[src/rtl/nla_ctrl_pkg.sv]
// Shared types for the NLA polynomial sequencing controller.
// State encoding and latency-timer width helper.
package nla_ctrl_pkg;

  typedef enum logic [2:0] {
    IDLE,
    WAIT_X,
    FETCH_X,
    MUL_WAIT,
    FETCH_C,
    ADD_WAIT,
    RESULT
  } state_e;

  localparam int PERF_W = 16;

  // LAT_W = $clog2(max(MUL_LAT, ADD_LAT)) + 1
  function automatic int lat_w(input int mul_lat, input int add_lat);
    int m;
    m = (mul_lat > add_lat) ? mul_lat : add_lat;
    return $clog2(m) + 1;
  endfunction

endpackage

[src/rtl/horner_seq_ctrl_lat_timer.sv]
// Loadable down-counter; done is high on the last count.
// Shared by the multiply and add wait phases.
module lat_timer #(
  parameter int W = 2
) (
  input  logic         clk,
  input  logic         rst_n,
  input  logic         load,
  input  logic [W-1:0] load_val,
  output logic         done
);

  logic [W-1:0] cnt_q;
  logic [W-1:0] cnt_d;

  always_comb begin
    cnt_d = cnt_q;
    if (load) begin
      cnt_d = load_val;
    end else if (cnt_q != '0) begin
      cnt_d = cnt_q - W'(1);
    end
  end

  assign done = (cnt_q == '0);

  always_ff @(posedge clk or negedge rst_n) begin
    if (!rst_n) begin
      cnt_q <= '0;
    end else begin
      cnt_q <= cnt_d;
    end
  end

endmodule

[src/rtl/horner_seq_ctrl.sv]
// Horner-rule sequencer for the NLA polynomial datapath.
// Optional perf counters: define NLA_PERF_CNT_EN.
module horner_seq_ctrl
  import nla_ctrl_pkg::*;
#(
  parameter int ADDR_LINES = 4,
  parameter int MUL_LAT    = 1,
  parameter int ADD_LAT    = 1
) (
  input  logic                  clk,
  input  logic                  rst_n,
  input  logic                  start_coeff,
  input  logic [ADDR_LINES:0]   coeff_cnt,
  input  logic                  coeff_reload,
  input  logic                  sig_empty,
  input  logic                  flush,
  input  logic                  result_ready,
  output logic                  rst_reg_n,
  output logic                  wr_en_coeff,
  output logic                  rd_en_signal,
  output logic                  rd_en_coeff,
  output logic [ADDR_LINES-1:0] coeff_rd_addr,
  output logic                  LD_signal,
  output logic                  LD_coeff,
  output logic                  LD_result,
  output logic                  redo,
  output logic                  result_valid,
  output logic                  busy,
  output logic                  cfg_err
`ifdef NLA_PERF_CNT_EN
  ,
  output logic [PERF_W-1:0]     samples_done,
  output logic [PERF_W-1:0]     stall_cycles
`endif
);

  localparam int LAT_W = lat_w(MUL_LAT, ADD_LAT);
  localparam logic [ADDR_LINES:0] MAX_CNT =
    (ADDR_LINES+1)'(1) << ADDR_LINES;

  state_e state_q, state_d;
  logic [ADDR_LINES-1:0] deg_q, deg_d;
  logic [ADDR_LINES-1:0] idx_q, idx_d;
  logic [ADDR_LINES-1:0] addr_q, addr_d;
  logic [ADDR_LINES:0]   cnt_m1;
  logic cv_q, cv_d;
  logic rv_q, rv_d;
  logic bad_q, bad_d;
  logic cfg_err_q, cfg_err_d;
  logic rst_reg_q, rst_reg_d;
  logic tmr_load;
  logic [LAT_W-1:0] tmr_val;
  logic tmr_done;

  lat_timer #(
    .W (LAT_W)
  ) u_tmr (
    .clk      (clk),
    .rst_n    (rst_n),
    .load     (tmr_load),
    .load_val (tmr_val),
    .done     (tmr_done)
  );

  assign cnt_m1 = coeff_cnt - (ADDR_LINES+1)'(1);

  always_comb begin
    state_d      = state_q;
    deg_d        = deg_q;
    idx_d        = idx_q;
    addr_d       = addr_q;
    cv_d         = cv_q;
    rv_d         = rv_q;
    bad_d        = 1'b0;
    rst_reg_d    = 1'b1;
    tmr_load     = 1'b0;
    tmr_val      = LAT_W'(ADD_LAT - 1);
    wr_en_coeff  = 1'b0;
    rd_en_signal = 1'b0;
    rd_en_coeff  = 1'b0;
    LD_signal    = 1'b0;
    LD_coeff     = 1'b0;
    LD_result    = 1'b0;
    redo         = 1'b0;
    unique case (state_q)
      IDLE: begin
        wr_en_coeff = rst_reg_q & !start_coeff;
        if (start_coeff) begin
          if (coeff_cnt != '0 && coeff_cnt <= MAX_CNT) begin
            deg_d   = cnt_m1[ADDR_LINES-1:0];
            cv_d    = 1'b1;
            state_d = WAIT_X;
          end else begin
            bad_d = 1'b1;
          end
        end
      end
      WAIT_X: begin
        if (coeff_reload) begin
          cv_d    = 1'b0;
          state_d = IDLE;
        end else if (!sig_empty && cv_q) begin
          rd_en_signal = 1'b1;
          redo         = 1'b1;
          idx_d        = deg_q;
          state_d      = FETCH_X;
        end
      end
      FETCH_X: begin
        rd_en_coeff = 1'b1;
        LD_signal   = 1'b1;
        addr_d      = idx_q;
        tmr_load    = 1'b1;
        tmr_val     = LAT_W'(MUL_LAT - 1);
        state_d     = MUL_WAIT;
      end
      MUL_WAIT: begin
        if (tmr_done) state_d = FETCH_C;
      end
      FETCH_C: begin
        LD_coeff = 1'b1;
        tmr_load = 1'b1;
        state_d  = ADD_WAIT;
      end
      ADD_WAIT: begin
        if (tmr_done) begin
          if (idx_q == '0) begin
            state_d = RESULT;
          end else begin
            idx_d   = idx_q - ADDR_LINES'(1);
            state_d = FETCH_X;
          end
        end
      end
      RESULT: begin
        LD_result = !rv_q;
        rv_d      = 1'b1;
        if (rv_q && result_ready) begin
          rv_d    = 1'b0;
          state_d = WAIT_X;
        end
      end
      default: state_d = IDLE;
    endcase
    // Abort keeps the coefficient set; no pop or capture this cycle.
    if (flush && state_q != IDLE) begin
      state_d      = WAIT_X;
      rv_d         = 1'b0;
      cv_d         = cv_q;
      deg_d        = deg_q;
      rd_en_signal = 1'b0;
      redo         = 1'b0;
      LD_result    = 1'b0;
    end
    cfg_err_d = bad_d & !bad_q;
  end

  assign coeff_rd_addr = (state_q == FETCH_X) ? idx_q : addr_q;
  assign result_valid  = rv_q;
  assign busy          = (state_q != IDLE) && (state_q != WAIT_X);
  assign cfg_err       = cfg_err_q;
  assign rst_reg_n     = rst_reg_q;

  always_ff @(posedge clk or negedge rst_n) begin
    if (!rst_n) begin
      state_q   <= IDLE;
      deg_q     <= '0;
      idx_q     <= '0;
      addr_q    <= '0;
      cv_q      <= 1'b0;
      rv_q      <= 1'b0;
      bad_q     <= 1'b0;
      cfg_err_q <= 1'b0;
      rst_reg_q <= 1'b0;
    end else begin
      state_q   <= state_d;
      deg_q     <= deg_d;
      idx_q     <= idx_d;
      addr_q    <= addr_d;
      cv_q      <= cv_d;
      rv_q      <= rv_d;
      bad_q     <= bad_d;
      cfg_err_q <= cfg_err_d;
      rst_reg_q <= rst_reg_d;
    end
  end

`ifdef NLA_PERF_CNT_EN
  logic [PERF_W-1:0] sd_q, sd_d;
  logic [PERF_W-1:0] sc_q, sc_d;
  logic hs;

  assign hs = (state_q == RESULT) & rv_q & result_ready & !flush;

  always_comb begin
    sd_d = sd_q;
    sc_d = sc_q;
    if (coeff_reload) begin
      sd_d = '0;
      sc_d = '0;
    end else begin
      if (hs && sd_q != '1) sd_d = sd_q + PERF_W'(1);
      if (rv_q && !result_ready && sc_q != '1) begin
        sc_d = sc_q + PERF_W'(1);
      end
    end
  end

  always_ff @(posedge clk or negedge rst_n) begin
    if (!rst_n) begin
      sd_q <= '0;
      sc_q <= '0;
    end else begin
      sd_q <= sd_d;
      sc_q <= sc_d;
    end
  end

  assign samples_done = sd_q;
  assign stall_cycles = sc_q;
`endif

endmodule

[config.mk]
export PLATFORM = sky130hd
export DESIGN_NAME = horner_seq_ctrl
export DESIGN_NICKNAME = d
export VERILOG_FILES = /design/src/rtl/nla_ctrl_pkg.sv /design/src/rtl/horner_seq_ctrl_lat_timer.sv /design/src/rtl/horner_seq_ctrl.sv
export SDC_FILE = /design/constraint.sdc
export NUM_CORES = 1
export LEC_CHECK = 0
export CORE_UTILIZATION = 49
export DETAILED_ROUTE_END_ITERATION = 16
export GPL_ROUTABILITY_DRIVEN = 0
export PLACE_DENSITY = 0.78
export SLEW_MARGIN = 10
export SYNTH_ARGS = -nofsm -noshare
export SYNTH_HDL_FRONTEND = slang
export SYNTH_SLANG_ARGS = --single-unit
[constraint.sdc]
create_clock -name clk -period 2.3 [get_ports clk]
set_clock_uncertainty 0.05 [all_clocks]
set_input_delay 0.23 -clock clk [delete_from_list [all_inputs] [get_ports clk]]
set_output_delay 0.23 -clock clk [all_outputs]
set_load 0.02 [all_outputs]
==> results of run 1 <==
-- power by group through the flow --
stage	clock, mW	sequential (mW)	combinational [mW]
floorplan	0	0.569	0.470
detailed placement	0	0.593	0.684
global route	0.231	0.602	0.711
finish	0.207	0.585	0.658
CTS	0.215	0.586	0.658
global placement	0	0.584	0.663
-- how the worst max path moves through the flow --
stage / start / endpoint
after global routing: state_q[0] / LD_result
after global placement: coeff_reload / redo
after CTS: state_q[2] / rd_en_signal
final: state_q[0] / LD_result
after floorplan: state_q[2] / redo
after detailed placement: coeff_reload / rd_en_signal
-- stage by stage --
step                area (um2)  util, %
floorplan                 1210        -
global placement          1480     65.0
detailed placement        1480     65.0
CTS                       1510     66.4
global route              1520     66.8
finish                    1520     66.8
-- cell families after synthesis --
logic type,count (synthesis),synth area share [%]
AOI/OAI and AO/OA,18,11.6
muxes,9,10.4
xor gates and xnor gates,3,2.80
buffers and inverters,14,7.78
adders and majority gates,3,3.11
DFF,20,41.5
and+or+nand+nor,38,22.5
other,1,0.311
-- metal layers --
layer / up-vias / track usage [%] / part of all wire (%)
met3: 2 / 2.63 / 3.4
met4: 0 / 5.41 / 0.83
met2: 23 / 35.3 / 51
li1: 429 / - / -
met1: 443 / 25.8 / 45
met5: - / 0 / 0
-- critical path, cell delays in order, from the launching register on --
cell,delay [ns]
dfrtp_1,0.40
and2b_4,0.26
nand2_1,0.08
nor3_1,0.17
clkdlybuf4s50_1,0.66
-- cells in the final DEF, fill, tap and decap left out, drive strengths merged, types with 3 or more instances in the layout --
cell type,instances
dfrtp,20
clkdlybuf4s50,20
nand2,9
inv,7
mux2,7
nand3,7
buf,6
nor3,6
a21oi,6
dlygate4sd2,4
nor2,4
clkbuf,4
o221a,3
ha,3
nor3b,3
o21ai,3
-- sequential cells by signal, summed over array words and instances, names as in the netlist --
| register | cells |
|---|---|
| rst_reg_n | 1 |
| state_q | 3 |
| addr_q | 4 |
| bad_q | 1 |
| result_valid | 1 |
| cfg_err | 1 |
| cv_q | 1 |
| deg_q | 4 |
| idx_q | 4 |
-- repair_timing --
action | in CTS | in global routing
endpoints found under the setup margin | 4 | 2
hold buffers | 0 | 0
gates resized for setup | 5 | 3
cloned | 0 | 0
-- cell type report --
type / instances / share of cell area, %
Multi-Input combinational cell: 72 / 40.6
Sequential cell: 20 / 32.9
Timing Repair Buffer: 32 / 20.1
Clock buffer: 4 / 2.38
Tap cell: 28 / 2.30
Inverter: 7 / 1.73
==> metrics.txt, run 1 <==
area grow syn2layout=26.1%; layout net count=approximately 150; Final ANT Viol Nets=0; reg-to-reg slack, setup=0.56 ns; sequential share of power=40.4%; GRT Total Usage=between 20% and 30%; Worst R2R Path Depth=6; cell-internal power=922 uW; leak pwr=0.731 nW; Syn Nets=121; number of global-route vias before repair=845; die outline height=51.6 um; # setup viols final=0; first-pass GRT wire length=3890 um; CTS buffer count=3; Core ar.=~0.0023 mm2; Synth Register Bits=20; Post-Syn Instances=between 100 and 150; Max Slew Vio Count=0; H-Tree Level Count=1; Place WS=0.0986 ns; Worst Setup End Kind=output port; Synth top area share=41.5%; Via Count=897; Multi-input gate area=618 um2; Post-CTS Setup Repair Bufs=0; worst reg2reg path startpoint=idx_q[0]; Post-synth top cells=dfrtp_1, nand2_1, inv_1, mux2_4; library cells used by synthesis=40; Worst Tran Pin Value=0.550 ns; Clk network pwr share=14.3%; Worst slew margin=about 62%; CP Max Fanout=3; top-count cell post-synth=dfrtp_1; Setup TNS=0 ns; RSZ-0062 raised after global routing=no; P_sw=527 uW; grt total ovfl=0; HP Class=in2async; pin count of the biggest net entering global routing=21; Logic pwr share=a little under half; routed vias/inst=5.50; WHS=0.201 ns; top cells by area, synth=dfrtp_1, mux2_4, buf_6, ha_1, o221a_1; PnR worst setup slack=between 0.1 and 0.15 ns; synth warn=0; io pins=27; crit path kind=reg2out; Final Power=1.45 mW; worst vdd ir=around 0.55 mV; clk sinks=20; Worst EP arrival=1.88 ns; max-cap violations=0; fin cells=163; outcome=complete, no violations; fillcell total=185; top_reg_cell synth=dfrtp_1; Worst-path clk slew=around 0.12 ns; n_diodes=0; Worst-Skew Late Latency=about 0.31 ns; DRT iter0 DRCs=9; Yosys top cell by area=dfrtp_1; nature of the critical path startpoint=register; Post-synth EDFFs=0; DP Cell Count=159; drt total wl=2400 um; final hold vios=0; Starting Density=53.0%; Die ar.=roughly 0.0027 mm2; minimum clock period=2.16 ns; Longest Clk Path Bufs=2; router iterations before antenna repair=4; worst reg2reg path endpoint=idx_q[1]; storage element area=500 um2; # rows=17; Chip Width=approximately 52 um; drt drc=0; wire per inst=14.7 um; fmax=0.463 GHz; CTS root buffer=clkbuf_4; CTS tree=built; Mapped Area=0.00121 mm2; ys async rst share=100%; layout cell share with drive strength beyond 1=25.2%; critical path required time=2.02 ns; Detailed Place HPWL=1780 um; final worst-path cycle share=between 90% and 100%; switching share of power=36.4%; pwr/cell area=953 mW/mm2; I/O Buffers=26; Mean Syn Cell Area=~11 um2; post-synthesis sequential area ratio=41.5%; initial antenna violation count=0
(Power assumes the default switching activity.)
==> run 2, diff against run 1 <==
Settings changed: ABC_AREA set to 1, ABC_CLOCK_PERIOD_IN_PS set to 2300, CORE_UTILIZATION 49 to 48.
==> run 2 against run 1 <==
Compared with the run above:
- first-iteration DRC count grew to 3.0 times the previous value
- register-to-register slack gained 0.17 ns
- via count is 14% higher
- design area fell by 5.9%
- synthesized area shrank 7.6%
- combinational power increased by 11%
- core utilization fell by 1.5 points
- synthesized cell count increased by 40%
- wire length shrank 5.0%
- clock power is 2% lower
- die area down 5.4%
- critical endpoint is now rd_en_coeff
- largest power group unchanged
==> metrics.txt, run 2 <==
outcome=complete, no violations; max-cap violations=0; Worst EP arrival=1.85 ns; final hold vios=0; layout net count=192; minimum clock period=2.13 ns; router iterations before antenna repair=4; grt total ovfl=0; dpl cell area=0.00140 mm2; area grow syn2layout=28.4%; Die ar.=between 0.002 and 0.003 mm2; Chip Width=50.2 um; Yosys top cell by area=dfrtp_1; clk sinks=20; fillcell total=208; Post-synth EDFFs=0; n_diodes=0; first-pass GRT wire length=3930 um; I/O Buffers=26; io pins=27; H-Tree Level Count=1; post-synthesis sequential area ratio=~45%; Setup TNS=0 ns; commonest non-fill, non-tap cell in the layout=nand2_1; Logic pwr share=a little under 50%; RSZ-0062 raised after global routing=no; ys async rst share=100%; pwr/cell area=1050 mW/mm2; HP Class=in2async; most frequent cells in the layout=nand2_1, inv_1, dfrtp_1, clkdlybuf4s50_1, nand3_1; # rows=17; CTS tree=built; pin count of the biggest net entering global routing=21; Max Slew Vio Count=0; drt drc=0; Largest regs=addr_q (4), deg_q (4), idx_q (4); synth warn=0; drt total wl=2280 um; Mapped Area=0.00111 mm2; nature of the critical path startpoint=register; critical path required time=2.02 ns; CTS buffer count=3; fmax=about 0.47 GHz; Mean Syn Cell Area=7.53 um2; # setup viols final=0; Syn Nets=163; initial antenna violation count=0; die outline height=approximately 50 um; Synth top area share=44.9%; final worst-path cycle share=92.5%; leak pwr=0.772 nW; Starting Density=50.9%; crit path kind=reg2out; Place WS=roughly 0.20 ns; top_reg_cell synth=dfrtp_1; top-count cell post-synth=nand2_1; Worst Setup End Kind=output port; Post-synth top cells=nand2_1, dfrtp_1, inv_1; P_sw=639 uW; Core ar.=0.00219 mm2; top cells by area, synth=dfrtp_1, nand2_1, nand3_1, inv_1, o21ai_0; final instance area=0.00143 mm2; Post-Syn Instances=148; cell-internal power=863 uW; sequential share of power=approximately 38%; CP Max Fanout=10; Via Count=1,022; Clk network pwr share=between 10% and 20%; worst vdd ir=approximately 0.52 mV; wire per inst=11.2 um; Final ANT Viol Nets=0; Detailed Place HPWL=about 1700 um; library cells used by synthesis=21; crit-path cells=inv_2 -> nand3_2 -> inv_1 -> clkdlybuf4s50_1; Worst path top cell family by delay=buffers and inverters; DRT iter0 DRCs=27; slowest stage cell, crit path=clkdlybuf4s50_1; worst path bufs/invs=3; number of global-route vias before repair=925; CP peak stage delay=approximately 0.60 ns; CTS root buffer=clkbuf_4; Longest Clk Path Bufs=2; PnR worst setup slack=0.172 ns; Post-CTS Setup Repair Bufs=0; Worst-Skew Late Latency=0.29 ns; Synth Register Bits=20; routed vias/inst=around 5.0; Final Power=1.50 mW; GRT Total Usage=20.5%; layout cell share with drive strength beyond 1=8.52%; switching share of power=42.6%; Worst-path clk slew=0.11 ns
run 2: area by class of cell:
| type | instances | area [um2] | area share (%) |
|---|---|---|---|
| clock buffers | 4 | 36.3 | 2.53 |
| inverters | 21 | 78.8 | 5.51 |
| multi-input cells | 104 | 518 | 36.2 |
| flip-flops and latches | 20 | 500 | 35.0 |
| well taps | 28 | 35.0 | 2.45 |
| repair buffers | 27 | 263 | 18.4 |
run 2: power by group through the flow:
stage	Sequential, mW	Combinational [mW]	Clock, mW
6_report	0.569	0.731	0.202
5_1_grt	0.583	0.837	0.225
4_1_cts	0.568	0.737	0.207
3_5_place_dp	0.575	0.741	0
3_3_place_gp	0.569	0.728	0
2_1_floorplan	0.565	0.496	0
run 2: kinds of logic after synthesis:
logic type                 synth area share, %
other                                    0.336
DFF                                       44.9
AOI/OAI and AO/OA                         8.08
and+or+nand+nor                           32.7
xor gates and xnor gates                  1.57
buffers and inverters                     9.09
adders and majority gates                 3.37
run 2: repair_timing:
action | in CTS | in global routing
resized for setup | 8 | 1
hold buffers | 0 | 0
endpoints found under the setup margin | 7 | 1
run 2: worst paths after layout:
check | from | to | slack, ns | depth (start not counted)
min in group clk | bad_q | cfg_err | 0.37 | 1
min reg2reg | bad_q | cfg_err | 0.37 | 1
max | state_q[2] | rd_en_coeff | 0.17 | 4
min | rst_n | result_valid | 0.22 | 2
max in group asynchronous | rst_n | deg_q[0] | 1.77 | 2
max reg2reg | state_q[1] | cv_q | 0.73 | 8
run 2: per-stage QoR:
step	std cells	hold slack (ns)	utilization, %
6_report	204	0.215	65.3
3_5_place_dp	200	0.354	63.7
2_1_floorplan	148	-0.116	-
5_1_grt	204	0.232	65.3
3_3_place_gp	200	0.345	63.7
4_1_cts	204	0.224	65.2
run 2: layer usage:
metal / track usage [%] / routed length [um] / part of all wire [%] / vias to the layer above
met4: 8.10 / 37 / 1.6 / 0
met5: 0 / 0 / 0 / -
li1: - / - / - / 533
met2: 35.1 / 1140 / 50 / 29
met1: 26.1 / 1020 / 45 / 456
met3: 2.42 / 88 / 3.9 / 4
==> run 3, diff against run 2 <==
Settings changed: CORE_MARGIN set to 4, SETUP_SLACK_MARGIN set to 0.02.
==> run 3 against run 2 <==
Compared with the run above:
- combinational power is 1% higher
- final cell count stayed put
- sequential power is 1% higher
- global-route usage is 3.1 points lower
- total power is 6.9% higher
- critical endpoint is now LD_signal
- hold slack worse by 0.025 ns
==> metrics.txt, run 3 (same netlist as run 2, synthesis figures left out) <==
outcome=complete, no violations; pin count of the biggest net entering global routing=21; pwr/cell area=1100 mW/mm2; worst vdd ir=0.730 mV; Largest regs=addr_q (4), deg_q (4), idx_q (4); Clk network pwr share=18.0%; fillcell total=201; commonest non-fill, non-tap cell in the layout=nand2_1; grt total ovfl=0; worst reg2reg path startpoint=state_q[1]; number of global-route vias before repair=995; clk sinks=20; wl on met1=roughly 1000 um; minimum clock period=around 2.1 ns; Chip Width=around 56 um; layout cell share with drive strength beyond 1=9.09%; n_diodes=0; CTS buffer count=3; Worst-Skew Late Latency=around 0.30 ns; cell-internal power=947 uW; Via Count=1,043; max-cap violations=0; DR WL met3=around 94 um; end of the critical path=LD_signal; Critical Path Start=state_q[2]; fin cells=between 200 and 250; final hold vios=0; Logic pwr share=between 40% and 50%; leak pwr=0.779 nW; area grow syn2layout=30.4%; Core ar.=0.00221 mm2; Worst EP arrival=1.84 ns; Worst-path clk slew=0.12 ns; final worst-path cycle share=92.4%; routed vias/inst=5.11; die outline height=56.2 um; crit path kind=reg2out; top sig layer=met4; first-pass GRT wire length=4460 um; # rows=17; io pins=27; drt drc=0; Worst R2R Path Depth=8; GRT Total Usage=17.4%; switching share of power=41.0%; P_sw=659 uW; critical path required time=2.02 ns; CP Max Fanout=10; wire per inst=11.9 um; nature of the critical path startpoint=register; CTS root buffer=clkbuf_4; Final Power=1.61 mW; reg-to-reg slack, setup=between 0.8 and 0.9 ns; I/O Buffers=26; DP Cell Count=200; layout net count=192; H-Tree Level Count=1; HP Class=in2async; CTS tree=built; drt total wl=2430 um; RSZ-0062 raised after global routing=no; # setup viols final=0; DRT iter0 DRCs=34; Post-CTS Setup Repair Bufs=0; Setup TNS=0 ns; router iterations before antenna repair=5; worst reg2reg path endpoint=cv_q; Max Slew Vio Count=0; Longest Clk Path Bufs=2; Starting Density=roughly 50%; sequential share of power=35.9%; fmax=0.471 GHz; initial antenna violation count=0; met2 WL=~1200 um; Final ANT Viol Nets=0; most frequent cells in the layout=nand2_1, inv_1, dfrtp_1, clkdlybuf4s50_1, nand3_1; Worst Setup End Kind=output port; Die ar.=0.00316 mm2; Detailed Place HPWL=about 1900 um
==> run 3: changes by cell type in the layout (fill, tap and decap cells not counted), sizes merged <==
cell,previous run,this run
clkbuf,4,3
bufinv,0,1
==> run 3: metal layers <==
metal  vias up  global-route usage [%]
met2        29                    28.5
met5         -                       0
met4         0                    8.14
met3        10                    2.09
met1       470                    22.7
li1        534                       -
==> run 3: worst min path at each step <==
stage               slack (ns)  start  cells after the start    endpoint
floorplan                -0.12  rst_n                      0   addr_q[0]
global placement          0.34  bad_q                      1     cfg_err
detailed placement        0.34  bad_q                      1     cfg_err
CTS                       0.19  rst_n                      2  state_q[2]
global route              0.21  rst_n                      2   addr_q[3]
finish                    0.19  rst_n                      2   addr_q[3]
==> run 3: worst max-delay path: stages (launching register included) <==
cell	delay, ns
dfrtp_2	0.49
inv_2	0.14
nand3_2	0.18
inv_1	0.12
clkdlybuf4s50_1	0.61
==> run 3: repair_timing <==
item	CTS	global route
hold endpoints to repair	0	0
hold buffers	0	0
endpoints found under the setup margin	8	5
gates resized for setup	9	3
==> run 3: through the flow <==
stage	setup WS, ns	utilization [%]	hold slack (ns)	instance area (um2)
after CTS	0.00197	65.3	0.189	1450
after global routing	0.0544	65.7	0.207	1450
after detailed placement	0.175	63.1	0.341	1400
final	0.175	65.7	0.191	1450
after floorplan	0.612	-	-0.116	1110
after global placement	0.217	63.1	0.343	1400
==> run 3: area by class of cell <==
type / instances / area (um2) / share of cell area (%)
clock inverters: 1 / 30.0 / 2.07
multi-input cells: 104 / 523 / 36.0
well taps: 28 / 35.0 / 2.41
flip-flops and latches: 20 / 502 / 34.5
clock buffers: 3 / 22.5 / 1.55
repair buffers: 27 / 263 / 18.1
inverters: 21 / 78.8 / 5.42
==> run 3: power by group through the flow <==
stage	clock, mW	sequential, mW	combinational (mW)
6_report	0.288	0.576	0.741
5_1_grt	0.316	0.598	0.833
4_1_cts	0.297	0.571	0.742
3_5_place_dp	0	0.578	0.751
3_3_place_gp	0	0.570	0.731
2_1_floorplan	0	0.565	0.496
==> RTL change: new RTL, flow settings as in run 3 <==
Add a define of `NLA_PERF_CNT_EN`.
--- a/src/rtl/horner_seq_ctrl.sv
+++ b/src/rtl/horner_seq_ctrl.sv
@@ -2,2 +2,4 @@
 // Optional perf counters: define NLA_PERF_CNT_EN.
+`define NLA_PERF_CNT_EN
+
 module horner_seq_ctrl
Behaviour (old outputs only; new: samples_done and stall_cycles): unchanged (equiv_simple and equiv_induct, registers matched by name and starting in step).
==> RTL change against run 3 <==
  * Routed wire length increased to 3.0 times the old value
  * Worst setup slack worse by 0.087 ns
  * Synthesized cell count grew to 2.9 times the old value
  * Total power is 60% higher
  * Final area rose to 2.7 times the old value
  * Sequential cell count rose by 32
  * Sequential power is 98% higher
  * Area after synthesis grew to 2.8 times the old value
  * Highest routed layer unchanged
==> RTL change: results (changes against run 3) <==
* Total number of vias at 3003 (+190%)
* Total met2 wirelength after detailed routing at 3.60 mm (+190%)
* Iteration count of the initial detailed-routing pass at 4 (-1)
* Largest net degree at the start of global routing at 33 (+57%)
* Xor/xnor share of the synthesized area at 3.08% (+1.5 points)
* IO Port Bufs at 58 (+120%)
* Net count reported at finish at 503 (+160%)
* Complex-gate fraction of the synthesized area at 6.08% (-2.0 points)
* Met1 track demand over resource in global routing at 24.6% (+1.9 points)
* Number of violations reported at the end of detailed-routing iteration 0 at 179 (+430%)
* Total global-route track usage at 19.8% (+2.3 points)
* Synth top cells by count: 145 x nand2_1, 52 x dfrtp_1, 44 x nor2_1
* Worst-case vdd ir drop at 0.641 mV (-12%)
* Post-synthesis adder-cell area fraction at 2.00% (-1.4 points)
* Status: complete, no violations
* Worst-path fanout max at 6 (-4)
* Post-DP HPWL at 5.48 mm (+190%)
* GR Util met3 at 3.91% (+1.8 points)
* Met2 track utilization from global routing at 34.6% (+6.1 points)
* Detailed-route wire length on metal 1 at 3.22 mm (+210%)
* Pre-CTS setup slack at 0.0902 ns (-0.0851 ns)
* Share of the yosys chip area belonging to registers at 41.6% (-3.3 points)
* Most area-consuming cells after synthesis: dfrtp_1 42%, nand2_1 17%, nand4_1 6.0%
* H-tree levels at 2 (+1)
* Worst-path clk slew at 0.09 ns (-0.03 ns)
* Met3 WL at 396 um (+320%)
* Post-Syn Nets at 441 (+170%)
* Avg Synthesized Cell Area at 7.38 um^2 (-2.0%)
* CTS buffer count at 5 (+2)
* Cell Area, Placed at 0.00377 mm^2 (+170%)
* Top routing layer in use: met4
* TritonCTS clock tree: yes
* Number of inserted filler cells in the final layout at 573 (+190%)
* Cell at the root of the clock tree: clkbuf_8
* Proportion of layout cells with a drive suffix above 1 at 7.61% (-1.5 points)
* First-pass GRT wire length at 12.4 mm (+180%)
* Worst reg-to-reg path cell count at 9 (+1)
* Count of different cell masters after synthesis at 32 (+52%)
* Leak Pwr at 1.80 nW (+130%)
-- RTL change: changes by cell type after synthesis, sizes merged, moves of 4 or more --
cell	change
nand3	+11
or2	+4
nand2	+111
inv	+15
nand4	+26
xor2	+8
dfrtp	+32
nor2	+38
o21bai	+8
-- RTL change: final cells by class --
cell class                      count  area [um^2]  share of cell area (%)
Multi-Input combinational cell    327         1630                    42.1
Sequential cell                    52         1300                    33.5
Timing Repair Buffer               64          617                    15.9
Inverter                           36          135                    3.48
Clock buffer                        7         96.3                    2.48
Tap cell                           77         96.3                    2.48
-- RTL change: worst max-delay path: stages (launching register included) --
cell and delay, ns:
dfrtp_1 0.45, inv_1 0.18, nand3_1 0.20, nand2_1 0.14, inv_1 0.09, nor2_1 0.20, dlygate4sd2_1 0.36
-- RTL change: final timing paths --
check | from | to | slack [ns]
worst max-delay path | state_q[2]$_DFFE_PN0P_ | rd_en_signal | 0.09
worst min-delay path | rst_n | samples_done[6]$_DFFE_PN0P_ | 0.33
worst max register to register | stall_cycles[0]$_DFFE_PN0P_ | stall_cycles[14]$_DFFE_PN0P_ | 0.36
worst min register to register | bad_q$_DFF_PN0_ | cfg_err$_DFF_PN0_ | 0.37
max in group asynchronous | rst_n | idx_q[0]$_DFFE_PN0P_ | 1.25
min in group clk | bad_q$_DFF_PN0_ | cfg_err$_DFF_PN0_ | 0.37
-- RTL change: repair_timing --
item                       4_1_cts  5_1_grt
hold buffers                     1        0
setup endpoints to repair        6        1
cloned                           0        0
resized for setup                7        1
pin swaps                        0        0
hold endpoints to repair        16        0
-- RTL change: where the power goes --
group	switching, mW	internal (mW)
Clock	0.296	0.269
Sequential	0.0942	1.04
Combinational	0.554	0.315
